### src/rtl/viterbi_ctrl_pkg.sv
// Shared types and defaults for the Viterbi frame sequencer.
// Warm-up depth is derived from survivor-history depth and group size.
package viterbi_ctrl_pkg;

  localparam int unsigned B_LEN_DEF      = 2;
  localparam int unsigned SH_DEPTH_DEF   = 18;
  localparam int unsigned WARMUP_GRP_DEF = (SH_DEPTH_DEF + B_LEN_DEF - 1) / B_LEN_DEF;
  localparam int unsigned LEN_W_DEF      = 16;

  typedef enum logic [2:0] {
    ST_IDLE,
    ST_LOAD,
    ST_CLEAR,
    ST_RUN,
    ST_DRAIN,
    ST_DONE
  } vfc_state_t;

endpackage

### src/rtl/vfc_group_counter.sv
// Group counter with synchronous clear, increment and a "next step hits limit" flag.
module vfc_group_counter #(
  parameter int unsigned CNT_W = 17
) (
  input  logic             clk,
  input  logic             rst,
  input  logic             clr,
  input  logic             inc,
  input  logic [CNT_W-1:0] limit,
  output logic [CNT_W-1:0] cnt,
  output logic             last_c
);

  logic [CNT_W-1:0] cnt_q, cnt_d;

  always_comb begin
    cnt_d = cnt_q;
    if (clr) begin
      cnt_d = '0;
    end else if (inc) begin
      cnt_d = cnt_q + CNT_W'(1);
    end
  end

  always_ff @(posedge clk or posedge rst) begin
    if (rst) begin
      cnt_q <= '0;
    end else begin
      cnt_q <= cnt_d;
    end
  end

  assign cnt    = cnt_q;
  assign last_c = (cnt_q + CNT_W'(1)) == limit;

endmodule

### src/rtl/viterbi_frame_ctrl.sv
// Frame sequencer for the Viterbi core: clear, paced advances, warm-up suppression,
// zero-padded drain, and channel-estimate reloads granted only between frames.
module viterbi_frame_ctrl
  import viterbi_ctrl_pkg::*;
#(
  parameter int unsigned B_LEN      = B_LEN_DEF,
  parameter int unsigned WARMUP_GRP = WARMUP_GRP_DEF,
  parameter int unsigned LEN_W      = LEN_W_DEF
) (
  input  logic             clk,
  input  logic             rst,
  input  logic             start,
  input  logic [LEN_W-1:0] frame_len,
  input  logic             abort,
  input  logic             in_valid,
  output logic             in_ready,
  input  logic             out_ready,
  output logic             core_en,
  output logic             core_pad,
  output logic             core_clr,
  output logic             out_valid,
  input  logic             chan_upd_req,
  output logic             chan_load,
  output logic             chan_upd_ack,
  output logic             busy,
  output logic             done
);

  localparam int unsigned CNT_W = LEN_W + 1;

  vfc_state_t       state_q, state_d;
  logic             start_pend_q, start_pend_d;
  logic [LEN_W-1:0] pend_len_q, pend_len_d;
  logic [LEN_W-1:0] len_q, len_d;
  logic             out_valid_q, out_valid_d;
  logic             core_clr_q, core_clr_d;
  logic             chan_load_q, chan_load_d;
  logic             busy_q, busy_d;
  logic             done_q, done_d;

  logic [CNT_W-1:0] in_cnt, adv_cnt, len_ext, drain_target;
  logic             in_last_c, adv_last_c, abort_hit_c;
  logic             unused_blen_c;

  assign len_ext      = CNT_W'(len_q);
  assign drain_target = len_ext + CNT_W'(WARMUP_GRP);
  assign abort_hit_c  = abort && (state_q inside {ST_CLEAR, ST_RUN, ST_DRAIN});
  assign unused_blen_c = |B_LEN;

  vfc_group_counter #(.CNT_W(CNT_W)) u_in_cnt (
    .clk    (clk),
    .rst    (rst),
    .clr    (state_q == ST_CLEAR),
    .inc    (core_en && (state_q == ST_RUN)),
    .limit  (len_ext),
    .cnt    (in_cnt),
    .last_c (in_last_c)
  );

  vfc_group_counter #(.CNT_W(CNT_W)) u_adv_cnt (
    .clk    (clk),
    .rst    (rst),
    .clr    (state_q == ST_CLEAR),
    .inc    (core_en),
    .limit  (drain_target),
    .cnt    (adv_cnt),
    .last_c (adv_last_c)
  );

  always_ff @(posedge clk or posedge rst) begin
    if (rst) begin
      state_q      <= ST_IDLE;
      start_pend_q <= 1'b0;
      pend_len_q   <= '0;
      len_q        <= '0;
      out_valid_q  <= 1'b0;
      core_clr_q   <= 1'b0;
      chan_load_q  <= 1'b0;
      busy_q       <= 1'b0;
      done_q       <= 1'b0;
    end else begin
      state_q      <= state_d;
      start_pend_q <= start_pend_d;
      pend_len_q   <= pend_len_d;
      len_q        <= len_d;
      out_valid_q  <= out_valid_d;
      core_clr_q   <= core_clr_d;
      chan_load_q  <= chan_load_d;
      busy_q       <= busy_d;
      done_q       <= done_d;
    end
  end

  // Next state; channel reload wins over a pending start while idle
  always_comb begin
    state_d      = state_q;
    start_pend_d = start_pend_q;
    pend_len_d   = pend_len_q;
    len_d        = len_q;
    case (state_q)
      ST_IDLE: begin
        if (chan_upd_req) begin
          state_d = ST_LOAD;
        end else if (start_pend_q) begin
          state_d      = ST_CLEAR;
          start_pend_d = 1'b0;
          len_d        = pend_len_q;
        end
      end
      ST_LOAD: state_d = ST_IDLE;
      ST_CLEAR: begin
        if (abort)              state_d = ST_IDLE;
        else if (len_q == '0)   state_d = ST_DONE;
        else                    state_d = ST_RUN;
      end
      ST_RUN: begin
        if (abort) begin
          state_d = ST_IDLE;
        end else if (core_en && in_last_c) begin
          state_d = (WARMUP_GRP == 0) ? ST_DONE : ST_DRAIN;
        end
      end
      ST_DRAIN: begin
        if (abort)                      state_d = ST_IDLE;
        else if (core_en && adv_last_c) state_d = ST_DONE;
      end
      ST_DONE: state_d = ST_IDLE;
      default: state_d = ST_IDLE;
    endcase
    // A new start always lands in the one-deep pending slot
    if (start) begin
      start_pend_d = 1'b1;
      pend_len_d   = frame_len;
    end
  end

  // Outputs; abort blocks the advance in its own cycle so nothing new becomes valid
  always_comb begin
    in_ready = 1'b0;
    core_en  = 1'b0;
    core_pad = 1'b0;
    case (state_q)
      ST_RUN: begin
        in_ready = out_ready && (in_cnt < len_ext) && !abort;
        core_en  = in_valid && in_ready;
      end
      ST_DRAIN: begin
        core_en  = out_ready && !abort;
        core_pad = core_en;
      end
      default: ;
    endcase
    out_valid_d = core_en && (adv_cnt >= CNT_W'(WARMUP_GRP));
    core_clr_d  = (state_d == ST_CLEAR) || abort_hit_c;
    chan_load_d = (state_d == ST_LOAD);
    busy_d      = (state_d != ST_IDLE);
    done_d      = (state_d == ST_DONE);
  end

  assign out_valid    = out_valid_q;
  assign core_clr     = core_clr_q;
  assign chan_load    = chan_load_q;
  assign chan_upd_ack = chan_load_q;
  assign busy         = busy_q;
  assign done         = done_q;

endmodule

### config.mk
export PLATFORM = sky130hd
export DESIGN_NAME = viterbi_frame_ctrl
export DESIGN_NICKNAME = d
export VERILOG_FILES = /design/src/rtl/viterbi_ctrl_pkg.sv /design/src/rtl/vfc_group_counter.sv /design/src/rtl/viterbi_frame_ctrl.sv
export SDC_FILE = /design/constraint.sdc
export NUM_CORES = 1
export LEC_CHECK = 0
export ABC_AREA = 1
export CORE_ASPECT_RATIO = 1.1
export CORE_MARGIN = 3
export CORE_UTILIZATION = 45
export DETAILED_ROUTE_END_ITERATION = 12
export GPL_ROUTABILITY_DRIVEN = 0
export PLACE_DENSITY = 0.73
export SYNTH_ARGS = -nofsm -noshare
export SYNTH_HDL_FRONTEND = slang
export SYNTH_HIERARCHICAL = 1
export SYNTH_SLANG_ARGS = --single-unit
### constraint.sdc
create_clock -name clk -period 4.68 [get_ports clk]
set_input_delay 0.468 -clock clk [delete_from_list [all_inputs] [get_ports clk]]
set_output_delay 0.468 -clock clk [all_outputs]
set_load 0.01 [all_outputs]
==> results.sh <==
export IMPL_grt_total_usage_pct=20.0
export IMPL_io_pins=32
export IMPL_synth_cell_types=38
export IMPL_cts_resized=0
export IMPL_clock_tree_root_cell="clkbuf_16"
export IMPL_slew_limit_headroom_pct=35.0
export IMPL_cts_sinks=75
export IMPL_cp_required_ns=4.21
export IMPL_finalCritPeriodShare_pct=65.6
export IMPL_first_global_vias=4602
export IMPL_max_cap_viol_count=0
export IMPL_cts_buffers_inserted=9
export IMPL_path_clk_slew_ns=0.06
export IMPL_post_route_min_period_ns=3.07
export IMPL_wl_mm=12.9
export IMPL_finClkSkew_ns=0.00841
export IMPL_drt_vias_per_instance=5.17
export IMPL_comb_power_share_pct=34.6
export IMPL_ys_warn_count=6
export IMPL_ctsHoldBuffers=0
export IMPL_p_sw_share_pct=38.9
export IMPL_clk_latency_ns=0.34
export IMPL_stdcell_area_um2=6160
export IMPL_internal_power_w=0.00149
export IMPL_end_kind="output pin"
export IMPL_num_antenna_cells=0
export IMPL_syn_inst=762
export IMPL_switchingPower_w=0.000950
export IMPL_clkPwrFrac_pct=29.0
export IMPL_port_buffers=31
export IMPL_synth_area_leaders="dfrtp_1, nand2_1, inv_1"
export IMPL_p_per_area_nw_per_um2=396
export IMPL_drt_iter0_markers=395
export IMPL_start_kind="register"
export IMPL_netlist_area_um2=5400
export IMPL_yosysTopAreaCellShare_pct=34.7
export IMPL_p_leak_nw=3.00
export IMPL_fin_cells=949
export IMPL_hpwl_mm=9.92
export IMPL_critical_path_class="register to output pin"
export IMPL_avgSynthCellArea_um2=7.09
export IMPL_rsz0062_at_grt="false"
export IMPL_yosys_area_top_type="dfrtp_1"
export IMPL_finalSetupViolCount=0
export IMPL_vias=4908
export IMPL_antenna_found_initial=0
export IMPL_drt_pass1_iter_count=4
export IMPL_drive_gt1_share_pct=9.39
export IMPL_reg2reg_depth=20
export IMPL_fmax_mhz=326
export IMPL_drc=0
export IMPL_start_util_pct=46.6
export IMPL_fin_nets=836
export IMPL_placed_area_um2=5860
export IMPL_ys_ff_latch=75
export IMPL_die_w_um=110
export IMPL_cp_arrival_ns=2.60
export IMPL_cts_setup_buffers=0
export IMPL_core_region_area_um2=11600
export IMPL_die_h_um=121
export IMPL_grt_pass1_wl_mm=21.6
export IMPL_htree_levels=3
export IMPL_rows=41
export IMPL_cts_tree="built"
export IMPL_hold_violations=0
export IMPL_dieArea_um2=13400
export IMPL_clk_path_buf_depth=2
export IMPL_area_growth_pct=14.1
export IMPL_fin_tns_setup_ns=0
export IMPL_overflow=0
export IMPL_status="complete, no violations"
export IMPL_slew_violations=0
export IMPL_pwr_share_seq_pct=36.4
export IMPL_worst_pin_slew_ns=0.973
export IMPL_cp_max_fo=9
export IMPL_peakVddDrop_v=0.000253
export IMPL_grt_max_degree=42
export IMPL_wl_per_cell_um=13.6
export IMPL_finish_utilization_pct=53.2
export IMPL_antenna_left=0
export IMPL_seq_area_frac_synth_pct=34.7
export IMPL_min_path_cells=2
export IMPL_hold_class="register to register"
export IMPL_placed_cells=933
-- power by group through the flow --
stage                     clock, W  combinational (W)  sequential (W)
after floorplan                  0           0.000641        0.000851
after detailed placement         0           0.000845        0.000895
after CTS                 0.000722           0.000851        0.000884
final                     0.000708           0.000845        0.000887
after global placement           0           0.000832        0.000889
after global routing      0.000756           0.000971        0.000905
-- state kept, by name, summed over array words and instances (netlist names) --
name and cells:
busy 1, state_q 3, core_clr 1, chan_load 1, u_adv_cnt/cnt 17, u_in_cnt/cnt 17
done 1, start_pend_q 1, pend_len_q 16, len_q 16, out_valid 1
-- metal layers --
layer	share of wire, %	vias to the layer above	global-route usage [%]
met4	2.8	0	8.39
met2	48	134	33.5
li1	-	2506	-
met1	45	2242	25.5
met5	0	-	0
met3	4.2	26	3.64
-- path summary, 6_finish.rpt --
kind / start / to / slack (ns)
worst max-delay path: len_q[12] / in_ready / 1.61
worst min-delay path: pend_len_q[6] / pend_len_q[6] / 0.52
worst max register to register: len_q[0] / done / 1.71
max in group asynchronous: rst / u_in_cnt/cnt[13] / 3.56
worst min register to register: pend_len_q[6] / pend_len_q[6] / 0.52
min in group asynchronous: rst / u_adv_cnt/cnt[8] / 0.61
-- cell usage in the layout, fill, tap and decap left out, types with 7 or more instances in the layout --
cell / instances
nand3_2: 7
o21ai_0: 45
ha_1: 19
clkdlybuf4s50_1: 31
nand2_2: 16
nand3b_1: 10
dfrtp_1: 75
nand2_1: 224
xor2_1: 19
clkbuf_16: 9
inv_1: 116
a21oi_1: 10
nor2_2: 7
nand4_1: 17
nor2_1: 54
o22ai_1: 20
nor2_4: 10
nand3_1: 59
-- cells in the mapped netlist, drive strengths merged --
cell and n:
nand2 242, inv 123, dfrtp 75, nor2 73
nand3 66, o21ai 49, o22ai 20, ha 19
xor2 19, nand4 17, a21oi 10, nand3b 10
nor3 10, clkbuf 9, buf 3, nor4 3
xnor2 2, xnor3 2, xor3 2, a21boi 1
a21o 1, a31oi 1, conb 1, o2111ai 1
o21a 1, o21bai 1, o31a 1
-- through the flow --
stage | total power, W | setup WS (ns) | hold WS (ns)
final | 0.00244 | 1.61 | 0.518
after CTS | 0.00246 | 1.61 | 0.525
after detailed placement | 0.00174 | 1.68 | 0.511
after floorplan | 0.00149 | 2.19 | 0.394
after global placement | 0.00172 | 1.81 | 0.497
after global routing | 0.00263 | 1.34 | 0.534
-- critical path, stage by stage, from the launching register on --
cell             delay, ns
dfrtp_1               0.55
inv_1                 0.08
ha_1                  0.31
nand2_1               0.06
inv_1                 0.06
nand3_1               0.06
nor2_1                0.21
inv_1                 0.07
o2111ai_1             0.25
inv_1                 0.11
clkdlybuf4s50_1       0.49
-- cell families (layout without fill, tap and decap cells) --
| family | Yosys count | in the layout | synth area share (%) |
|---|---|---|---|
| AND/OR/NAND/NOR | 421 | 421 | 37.2 |
| buffers and inverters | 135 | 171 | 9.45 |
| AO/OA/AOI/OAI | 86 | 86 | 9.05 |
| flip-flops | 75 | 75 | 34.7 |
| XOR/XNOR | 25 | 25 | 5.12 |
| adder cells (fa/ha/maj) | 19 | 19 | 4.40 |
| other | 1 | 2 | 0.0694 |
-- layout make-up --
| class | count | area (um^2) |
|---|---|---|
| clock buffer | 10 | 229 |
| clock inverter | 6 | 71.3 |
| fill | 1124 | 5430 |
| inverter | 123 | 462 |
| multi-input combinational | 553 | 3020 |
| sequential | 75 | 1880 |
| tap | 150 | 188 |
| timing repair buffer | 32 | 318 |
No activity file was read; power rests on OpenSTA's default activity.
